`config.mk`:
```
export PLATFORM = sky130hd
export DESIGN_NAME = alu_seq_exec
export DESIGN_NICKNAME = d
export VERILOG_FILES = /design/src/rtl/alu_ctrl_pkg.sv /design/src/rtl/alu_seq_exec_mul.sv /design/src/rtl/alu_seq_exec.sv
export SDC_FILE = /design/constraint.sdc
export NUM_CORES = 1
export LEC_CHECK = 0
export CAP_MARGIN = 25
export CORE_UTILIZATION = 40
export DETAILED_ROUTE_END_ITERATION = 16
export PLACE_DENSITY = 0.62
export SETUP_SLACK_MARGIN = 0.02
export SLEW_MARGIN = 20
export SYNTH_ARGS = -nofsm -noshare
export SYNTH_HDL_FRONTEND = slang
export SYNTH_SLANG_ARGS = --single-unit
export TNS_END_PERCENT = 100
```
`constraint.sdc`:
```
create_clock -name clk_i -period 6 [get_ports clk_i]
set_input_delay 0.6 -clock clk_i [delete_from_list [all_inputs] [get_ports clk_i]]
set_output_delay 0.6 -clock clk_i [all_outputs]
set_load 0.005 [all_outputs]
```
`src/rtl/alu_ctrl_pkg.sv`:
```
// Shared op code table and state encoding for the
// ALU control decoder and the execute-stage ALU.
package alu_ctrl_pkg;

  localparam int WIDTH      = 32;
  localparam int MUL_CYCLES = 32;

  localparam logic [3:0] OP_AND     = 4'b0000;
  localparam logic [3:0] OP_OR      = 4'b0001;
  localparam logic [3:0] OP_ADD     = 4'b0010;
  localparam logic [3:0] OP_SUB     = 4'b0110;
  localparam logic [3:0] OP_SLT     = 4'b0111;
  localparam logic [3:0] OP_MUL     = 4'b1000;
  localparam logic [3:0] OP_INVALID = 4'b1111;

  typedef enum logic [1:0] {
    S_IDLE = 2'd0,
    S_MUL  = 2'd1,
    S_DONE = 2'd2
  } alu_state_e;

endpackage

```
`src/rtl/alu_seq_exec_mul.sv`:
```
// Shift-add multiply datapath: one multiplier bit per step.
// acc_next_o already includes the current step's partial product.
module seq_mul_core
  import alu_ctrl_pkg::*;
#(
  parameter int W  = WIDTH,
  parameter int NC = MUL_CYCLES
) (
  input  logic         clk_i,
  input  logic         rst_i,
  input  logic         load_i,
  input  logic         step_i,
  input  logic [W-1:0] a_i,
  input  logic [W-1:0] b_i,
  output logic [W-1:0] acc_next_o,
  output logic         last_o
);

  localparam int CW = $clog2(NC);

  logic [W-1:0]  mcand_q, mplier_q, acc_q;
  logic [CW-1:0] cnt_q;

  assign acc_next_o = mplier_q[0] ? acc_q + mcand_q : acc_q;
  assign last_o     = (cnt_q == CW'(NC - 1));

  always_ff @(posedge clk_i) begin
    if (rst_i) begin
      mcand_q  <= '0;
      mplier_q <= '0;
      acc_q    <= '0;
      cnt_q    <= '0;
    end else if (load_i) begin
      mcand_q  <= a_i;
      mplier_q <= b_i;
      acc_q    <= '0;
      cnt_q    <= '0;
    end else if (step_i) begin
      mcand_q  <= mcand_q << 1;
      mplier_q <= mplier_q >> 1;
      acc_q    <= acc_next_o;
      cnt_q    <= cnt_q + 1'b1;
    end
  end

endmodule

```
`src/rtl/alu_seq_exec.sv`:
```
// Execute-stage ALU: single-cycle logic/arith ops plus a
// 32-cycle iterative multiply behind a start/done handshake.
module alu_seq_exec
  import alu_ctrl_pkg::*;
(
  input  logic             clk_i,
  input  logic             rst_i,
  input  logic             start_i,
  input  logic [3:0]       ALUCtrl_i,
  input  logic [WIDTH-1:0] src1_i,
  input  logic [WIDTH-1:0] src2_i,
  output logic             busy_o,
  output logic             done_o,
  output logic [WIDTH-1:0] result_o,
  output logic             zero_o,
  output logic             illegal_o
);

  alu_state_e       state_q, state_d;
  logic [WIDTH-1:0] result_q, result_d;
  logic             zero_q, zero_d;
  logic             ill_q, ill_d;
  logic             done_q, done_d;
  logic             mul_load, mul_step, mul_last;
  logic [WIDTH-1:0] mul_acc;
  logic [WIDTH-1:0] alu_res;
  logic             alu_legal;

  seq_mul_core #(.W(WIDTH), .NC(MUL_CYCLES)) u_mul (
    .clk_i      (clk_i),
    .rst_i      (rst_i),
    .load_i     (mul_load),
    .step_i     (mul_step),
    .a_i        (src1_i),
    .b_i        (src2_i),
    .acc_next_o (mul_acc),
    .last_o     (mul_last)
  );

  always_comb begin
    alu_res   = '0;
    alu_legal = 1'b1;
    case (ALUCtrl_i)
      OP_AND:  alu_res = src1_i & src2_i;
      OP_OR:   alu_res = src1_i | src2_i;
      OP_ADD:  alu_res = src1_i + src2_i;
      OP_SUB:  alu_res = src1_i - src2_i;
      OP_SLT:  alu_res = {{(WIDTH-1){1'b0}},
                          $signed(src1_i) < $signed(src2_i)};
      default: alu_legal = 1'b0;
    endcase
  end

  always_comb begin
    state_d  = state_q;
    result_d = result_q;
    zero_d   = zero_q;
    ill_d    = ill_q;
    done_d   = 1'b0;
    mul_load = 1'b0;
    mul_step = 1'b0;
    case (state_q)
      S_IDLE, S_DONE: begin
        state_d = S_IDLE;
        if (start_i && ALUCtrl_i == OP_MUL) begin
          mul_load = 1'b1;
          state_d  = S_MUL;
        end else if (start_i) begin
          result_d = alu_res;
          zero_d   = (alu_res == '0);
          ill_d    = ~alu_legal;
          done_d   = 1'b1;
          state_d  = S_DONE;
        end
      end
      S_MUL: begin
        mul_step = 1'b1;
        if (mul_last) begin
          result_d = mul_acc;
          zero_d   = (mul_acc == '0);
          ill_d    = 1'b0;
          done_d   = 1'b1;
          state_d  = S_DONE;
        end
      end
      default: state_d = S_IDLE;
    endcase
  end

  always_ff @(posedge clk_i) begin
    if (rst_i) begin
      state_q  <= S_IDLE;
      result_q <= '0;
      zero_q   <= 1'b1;
      ill_q    <= 1'b0;
      done_q   <= 1'b0;
    end else begin
      state_q  <= state_d;
      result_q <= result_d;
      zero_q   <= zero_d;
      ill_q    <= ill_d;
      done_q   <= done_d;
    end
  end

  assign busy_o    = (state_q == S_MUL);
  assign done_o    = done_q;
  assign result_o  = result_q;
  assign zero_o    = zero_q;
  assign illegal_o = ill_q;

endmodule

```
=== Word level (Yosys, flattened, before mapping) ===
Index checks and enable logic that the tools add are counted.

* Output and inout bits: 36
* Flip-flop bits (word level): 138
* Word-level logic and storage cells: 69
* Input port bits: 71

* Order comparisons: 1
* Bitwise gates (word level): 3
* Reduce and logical (&&, ||, !) cells: 11
* Multiplexer cells: 30
* Equal/unequal tests: 11
* $add $sub $neg: 4

{| class="wikitable"
|+ Operators with widths
! cell !! count
|-
| two-way mux 32 bit || 8
|-
| case mux 32 bit (5 select lines) || 1
|-
| adder 32 bit || 2
|-
| zero test 32 bit || 2
|-
| case mux 32 bit (2 select lines) || 1
|-
| AND 32 bit || 1
|-
| less-than comparator 32 bit || 1
|-
| OR 32 bit || 1
|-
| subtractor 32 bit || 1
|-
| two-way mux 1 bit || 13
|-
| == test 4 x 3 -> 1 bit (second input constant) || 2
|-
| two-way mux 2 bit || 3
|-
| case mux 1 bit (2 select lines) || 3
|-
| adder 5 x 1 -> 5 bit (second input constant) || 1
|-
| == test 5 bit (second input constant) || 1
|-
| OR reduction 5 bit || 1
|-
| == test 4 x 1 -> 1 bit (second input constant) || 1
|-
| == test 4 x 2 -> 1 bit (second input constant) || 1
|-
| == test 4 bit (second input constant) || 1
|-
| zero test 4 bit || 1
|-
| != test 2 bit (second input constant) || 2
|-
| case mux 2 bit (2 select lines) || 1
|-
| AND reduction 4 bit || 1
|-
| nonzero test 2 bit || 2
|-
| other kinds (7) || 8
|}

=== Depth between registers and ports, before layout ===
* Word-level depth: 7
* Gate-level depth with buffers: 16
* Depth with buffers taken out: 16

=== By module ===
Synthesis repeated with hierarchy kept, for this count alone.

* Cell total of the unflattened synthesis: 1897
* Area, all modules: 13824.5 µm²

{| class="wikitable"
|+ Modules (own cells, without submodules)
! module !! cells each !! instances !! area an instance (µm²)
|-
| alu_seq_exec || 1109 || 1 || 7458.4
|-
| seq_mul_core || 788 || 1 || 6366.1
|}

=== Worst setup path after synthesis ===
Ideal clock, no wire load.

* Kind: input port to flip-flop
* Start point: input port src1_i[10]
* End point: register zero_q (netlist: zero_o)
* Required time: 5.943 ns
* Slack: 2.427 ns
* Buffers on the path: 1
* Arrival time: 3.515 ns
* Stages: 15
* Path through: inv_1 -> ha_1 -> buf_2 -> or4_1 -> nor4_2 -> o31ai_1 -> o31a_1 -> o211a_1 -> o32ai_1 -> xnor2_1 -> o22ai_1 -> a2111oi_0 -> nand3_1 -> nor4_1 -> a21o_1

* Word-level cells in the longest chain between the ends: 6

{| class="wikitable"
|+ RTL lines
! item !! line !! RTL
|-
| from (decl) || alu_seq_exec.sv:10 || <nowiki>input logic [WIDTH-1:0] src1_i,</nowiki>
|-
| subtractor 32 bit (tied with other cells) || alu_seq_exec.sv:47 || <nowiki>OP_SUB: alu_res = src1_i - src2_i;</nowiki>
|-
| case mux 32 bit (5 select lines) * || alu_seq_exec.sv:43 || <nowiki>case (ALUCtrl_i)</nowiki>
|-
| zero test 32 bit * || alu_seq_exec.sv:70 || <nowiki>zero_d = (alu_res == '0);</nowiki>
|-
| two-way mux 1 bit * || alu_seq_exec.sv:68 || <nowiki>end else if (start_i) begin</nowiki>
|-
| two-way mux 1 bit * || alu_seq_exec.sv:65 || <nowiki>if (start_i && ALUCtrl_i == OP_MUL) begin</nowiki>
|-
| case mux 1 bit (2 select lines) * || alu_seq_exec.sv:62 || <nowiki>case (state_q)</nowiki>
|-
| to (signal assigned) || alu_seq_exec.sv:100 || <nowiki>zero_q <= zero_d;</nowiki>
|-
| to (decl) || alu_seq_exec.sv:21 || <nowiki>logic zero_q, zero_d;</nowiki>
|}

Every way passes the cells marked *; elsewhere a longest branch is shown, timed or not. The select of a mux whose other input is x is not followed.
A chain may end at the register's enable or synchronous reset.

=== Worst setup path after layout ===
* Start point: input port src1_i[21]
* End point: register zero_q (netlist: zero_o)

The elaborated chain is that of the path after synthesis.

==> impl_metrics.prom <==
# TYPE chip_impl_metric gauge
chip_impl_info{name="synth_largest_area_cell",value="sky130_fd_sc_hd__dfxtp_1"} 1
chip_impl_metric{name="htree_levels",unit=""} 4
chip_impl_metric{name="routabilityCongestion",unit=""} 0.958
chip_impl_metric{name="tightest_slew",unit="ps"} 950
chip_impl_metric{name="tritoncts.num_buffers",unit=""} 17
chip_impl_metric{name="antenna_cells_inserted",unit=""} 0
chip_impl_metric{name="finalHoldViolCount",unit=""} 0
chip_impl_metric{name="rows",unit=""} 65
chip_impl_info{name="synth.most_common_cell",value="sky130_fd_sc_hd__nor2_1"} 1
chip_impl_metric{name="totalWireLength",unit="mm"} 47.2
chip_impl_metric{name="number_of_flops_mapped_to_enable_cells_by_yosys",unit=""} 0
chip_impl_metric{name="max-clock-path-buffers",unit=""} 2
chip_impl_metric{name="syn-cell-area",unit="mm2"} 0.0129
chip_impl_metric{name="boundaryPins",unit=""} 107
chip_impl_metric{name="drc",unit=""} 0
chip_impl_metric{name="worstPathRequired",unit="ps"} 6410
chip_impl_metric{name="nFillCells",unit=""} 3223
chip_impl_metric{name="fp.dieW",unit="um"} 181
chip_impl_metric{name="synth_cells",unit=""} 1798
chip_impl_metric{name="first_global_vias",unit=""} 12700
chip_impl_metric{name="total_power",unit="mW"} 2.90
chip_impl_metric{name="setup_ws",unit="ps"} 856
chip_impl_metric{name="fin_skew",unit="ps"} 16.4
chip_impl_metric{name="finalNetCount",unit=""} 2028
chip_impl_metric{name="ys_seq_elements",unit=""} 138
chip_impl_metric{name="cts_post_setup_buffers_inserted",unit=""} 0
chip_impl_metric{name="comb_power_share",unit="%"} 25.4
chip_impl_metric{name="clk-insertion-delay-late",unit="ps"} 460
chip_impl_info{name="worstSetupStartpointType",value="input port"} 1
chip_impl_metric{name="place_worst_setup_slack",unit="ps"} 472
chip_impl_metric{name="maxcap_violations",unit=""} 0
chip_impl_metric{name="detail_route.iter0.violations",unit=""} 1439
chip_impl_metric{name="postRouteAntennaNets",unit=""} 0
chip_impl_info{name="cts-root-buf",value="sky130_fd_sc_hd__clkbuf_16"} 1
chip_impl_metric{name="synth_cell_types",unit=""} 91
chip_impl_metric{name="cts-hold-fix-buffers",unit=""} 0
chip_impl_info{name="worstSetupPathType",value="input port to flop"} 1
chip_impl_metric{name="global_route_wire_length_before_repair",unit="mm"} 73.3
chip_impl_metric{name="min_period",unit="ps"} 5140
chip_impl_metric{name="firstDrtPassIters",unit=""} 5
chip_impl_info{name="synthTopCellsByCount",value="220 x sky130_fd_sc_hd__nor2_1, 215 x sky130_fd_sc_hd__nand2_1, 176 x sky130_fd_sc_hd__a21oi_1, 138 x sky130_fd_sc_hd__dfxtp_1, 132 x sky130_fd_sc_hd__ha_1"} 1
chip_impl_info{name="post_synth_main_area_contributors",value="sky130_fd_sc_hd__dfxtp_1 21%, sky130_fd_sc_hd__ha_1 13%, sky130_fd_sc_hd__a21oi_1 6.8%"} 1
chip_impl_metric{name="timing.hold.ws",unit="ps"} 457
chip_impl_info{name="critical_path.slowest_cell",value="sky130_fd_sc_hd__a2111oi_0"} 1
chip_impl_metric{name="place_hpwl",unit="mm"} 36.0
chip_impl_metric{name="slew_viol_final",unit=""} 0
chip_impl_metric{name="syn_to_final_growth",unit="%"} 14.7
chip_impl_info{name="run_status",value="finished, final reports clean"} 1
chip_impl_metric{name="timing.critical_path.slowest_cell_delay",unit="ps"} 890
chip_impl_metric{name="synthDominantCellAreaShare",unit="%"} 21.4
chip_impl_info{name="tritoncts",value="done"} 1
chip_impl_info{name="timing.critical_path.to_type",value="flop"} 1
chip_impl_info{name="kind_of_path_behind_the_tightest_hold_check",value="flop to flop"} 1
chip_impl_metric{name="slew-limit-headroom",unit="%"} 35.0
chip_impl_metric{name="total_grt_overflow",unit=""} 0
chip_impl_metric{name="placed_area",unit="mm2"} 0.0141
chip_impl_metric{name="synth_async_sr_flop_share",unit="%"} 0
chip_impl_metric{name="final_area",unit="mm2"} 0.0148
chip_impl_info{name="grt_setup_unrepaired",value="false"} 1
chip_impl_metric{name="powerDensity",unit="mW/mm2"} 196
chip_impl_info{name="dominantRegCellSynth",value="sky130_fd_sc_hd__dfxtp_1"} 1
chip_impl_metric{name="p_int",unit="mW"} 1.90
chip_impl_metric{name="routed-via-count",unit=""} 13500
chip_impl_metric{name="critical_path_arrival",unit="ps"} 5560
chip_impl_metric{name="setup_viol",unit=""} 0
chip_impl_metric{name="drive_above_1_share",unit="%"} 5.18
chip_impl_metric{name="power_leakage",unit="nW"} 5.84
chip_impl_metric{name="part_of_the_yosys_area_used_for_sequential_elements",unit="%"} 21.4
chip_impl_info{name="cp_cell_sequence",value="clkdlybuf4s50_1, inv_1, ha_1, inv_1, a221oi_1, nand3_1, a2111oi_0, o31ai_1, mux2i_1, xnor2_1, o22ai_1, a2111oi_0, nand3_1, nor4_1, a21o_1"} 1
chip_impl_metric{name="initial_utilization",unit="%"} 40.7
chip_impl_metric{name="drt-wirelength-per-cell",unit="um"} 21.1
chip_impl_metric{name="timing.critical_path.fanout_max",unit=""} 10
chip_impl_metric{name="synthesis.area_per_instance",unit="um2"} 7.17
chip_impl_metric{name="netSwitchingPower",unit="mW"} 1.01
chip_impl_metric{name="cts.reportedPaths.clkPinSlew",unit="ps"} 80
chip_impl_metric{name="clock_power_share",unit="%"} 41.5
chip_impl_metric{name="synth_nets",unit=""} 2004
chip_impl_metric{name="final_min_period_over_clock_period",unit="%"} 85.7
chip_impl_metric{name="die_area",unit="mm2"} 0.0329
chip_impl_metric{name="place.port_buffers",unit=""} 106
chip_impl_metric{name="max_freq",unit="MHz"} 194
chip_impl_metric{name="drt-vias-per-instance",unit=""} 6.03
chip_impl_metric{name="yosysWarnings",unit=""} 0
chip_impl_metric{name="total_negative_setup_slacks",unit="ps"} 0
chip_impl_metric{name="ctsResizeCount",unit=""} 0
chip_impl_metric{name="core_footprint",unit="mm2"} 0.0316
chip_impl_metric{name="vdd_drop_max",unit="mV"} 0.211
chip_impl_metric{name="die-height",unit="um"} 181
chip_impl_metric{name="initial_antenna_violation_count",unit=""} 0
chip_impl_metric{name="swShare",unit="%"} 34.7
chip_impl_metric{name="p_seq_share",unit="%"} 33.1
chip_impl_metric{name="grt_max_degree",unit=""} 77
chip_impl_metric{name="cts_sinks",unit=""} 138
chip_impl_metric{name="grt.total_usage",unit="%"} 28.5
==> sequential cells by signal, summed over array words and instances, names as in the netlist <==
| register | flops |
|---|---|
| u_mul.cnt_q | 5 |
| done_o | 1 |
| u_mul.mplier_q | 32 |
| u_mul.mcand_q | 32 |
| result_o | 32 |
| illegal_o | 1 |
| u_mul.acc_q | 32 |
| state_q | 2 |
| zero_o | 1 |
==> final cells by class <==
cell class	count	area (um2)	share of cell area [%]
tap	402	503	3.40
sequential	138	2760	18.7
inverter	110	415	2.81
clock inverter	15	221	1.50
clock buffer	17	425	2.88
multi-input combinational	1430	9240	62.5
timing repair buffer	125	1210	8.18
==> cell families (layout without fill, tap and decap cells) <==
| group | Yosys count | count (layout) | share of synthesized area [%] |
|---|---|---|---|
| simple gates | 651 | 651 | 23.0 |
| compound gates | 572 | 572 | 30.2 |
| buf+inv | 230 | 267 | 6.95 |
| flops | 138 | 138 | 21.4 |
| fa+ha+maj | 135 | 135 | 13.3 |
| xor+xnor | 46 | 46 | 3.13 |
| mux | 26 | 26 | 2.07 |
==> per-stage QoR <==
step / utilization, % / std cells
floorplan: - / 1798
global placement: 44.6 / 2204
detailed placement: 44.7 / 2205
CTS: 46.7 / 2237
global route: 46.7 / 2237
finish: 46.7 / 2237
==> power groups by stage <==
stage | clock (mW) | combinational [mW] | sequential, mW
5_1_grt | 1.26 | 0.803 | 0.963
6_report | 1.20 | 0.738 | 0.961
2_1_floorplan | 0 | 0.472 | 0.974
3_3_place_gp | 0 | 0.723 | 0.981
4_1_cts | 1.22 | 0.727 | 0.961
3_5_place_dp | 0 | 0.724 | 0.982
==> critical path: cells and delay by family <==
| kind | cells | cell delay, ps |
|---|---|---|
| buffers and inverters | 3 | 890 |
| AND/OR/NAND/NOR | 3 | 640 |
| adder cells (fa/ha/maj) | 1 | 490 |
| multiplexers | 1 | 200 |
| AO/OA/AOI/OAI | 6 | 2600 |
| XOR/XNOR | 1 | 130 |
==> routing by layer <==
metal / wire length (um) / global-route usage (%) / up-vias
met2: 21600 / 46.1 / 416
met3: 2290 / 3.53 / 65
met4: 1090 / 9.05 / 0
met5: 0 / 0 / -
li1: - / - / 6554
met1: 22200 / 39.2 / 6456
==> cells in the final DEF, fill, tap and decap left out, types with 15 or more instances in the layout <==
cell type | synthesis | final
sky130_fd_sc_hd__nand3_1 | 36 | 36
sky130_fd_sc_hd__inv_1 | 108 | 108
sky130_fd_sc_hd__a311oi_1 | 34 | 34
sky130_fd_sc_hd__nand2b_1 | 17 | 16
sky130_fd_sc_hd__nor2_1 | 220 | 217
sky130_fd_sc_hd__o22ai_1 | 15 | 15
sky130_fd_sc_hd__buf_4 | 3 | 19
sky130_fd_sc_hd__dfxtp_1 | 138 | 137
sky130_fd_sc_hd__nor4_1 | 18 | 18
sky130_fd_sc_hd__xnor2_1 | 30 | 30
sky130_fd_sc_hd__a211oi_1 | 37 | 37
sky130_fd_sc_hd__a22oi_1 | 43 | 43
sky130_fd_sc_hd__nor2b_1 | 21 | 21
sky130_fd_sc_hd__a21o_1 | 23 | 23
sky130_fd_sc_hd__o21ai_0 | 71 | 71
sky130_fd_sc_hd__nor3_1 | 37 | 37
sky130_fd_sc_hd__a221oi_1 | 18 | 18
sky130_fd_sc_hd__clkbuf_16 | 0 | 17
sky130_fd_sc_hd__nand4_1 | 28 | 28
sky130_fd_sc_hd__nand2_1 | 215 | 215
sky130_fd_sc_hd__xor2_1 | 16 | 16
sky130_fd_sc_hd__clkdlybuf4s50_1 | 0 | 105
sky130_fd_sc_hd__a31oi_1 | 18 | 18
sky130_fd_sc_hd__mux2i_1 | 21 | 21
sky130_fd_sc_hd__a21oi_1 | 176 | 176
sky130_fd_sc_hd__ha_1 | 132 | 132
==> path summary, 6_finish.rpt <==
kind,slack [ps],cells after the start,startpoint,end
hold reg to reg,460,2,u_mul.mplier_q[10]$_SDFFE_PP0P_,u_mul.mplier_q[10]$_SDFFE_PP0P_
setup reg to reg,2150,15,u_mul.mcand_q[0]$_SDFFE_PP0P_,zero_o$_SDFFE_PP1P_
setup / recovery,860,15,src1_i[21],zero_o$_SDFFE_PP1P_
hold / removal,460,2,u_mul.mplier_q[10]$_SDFFE_PP0P_,u_mul.mplier_q[10]$_SDFFE_PP0P_
Note: power is estimated with default switching activity, not from simulation.
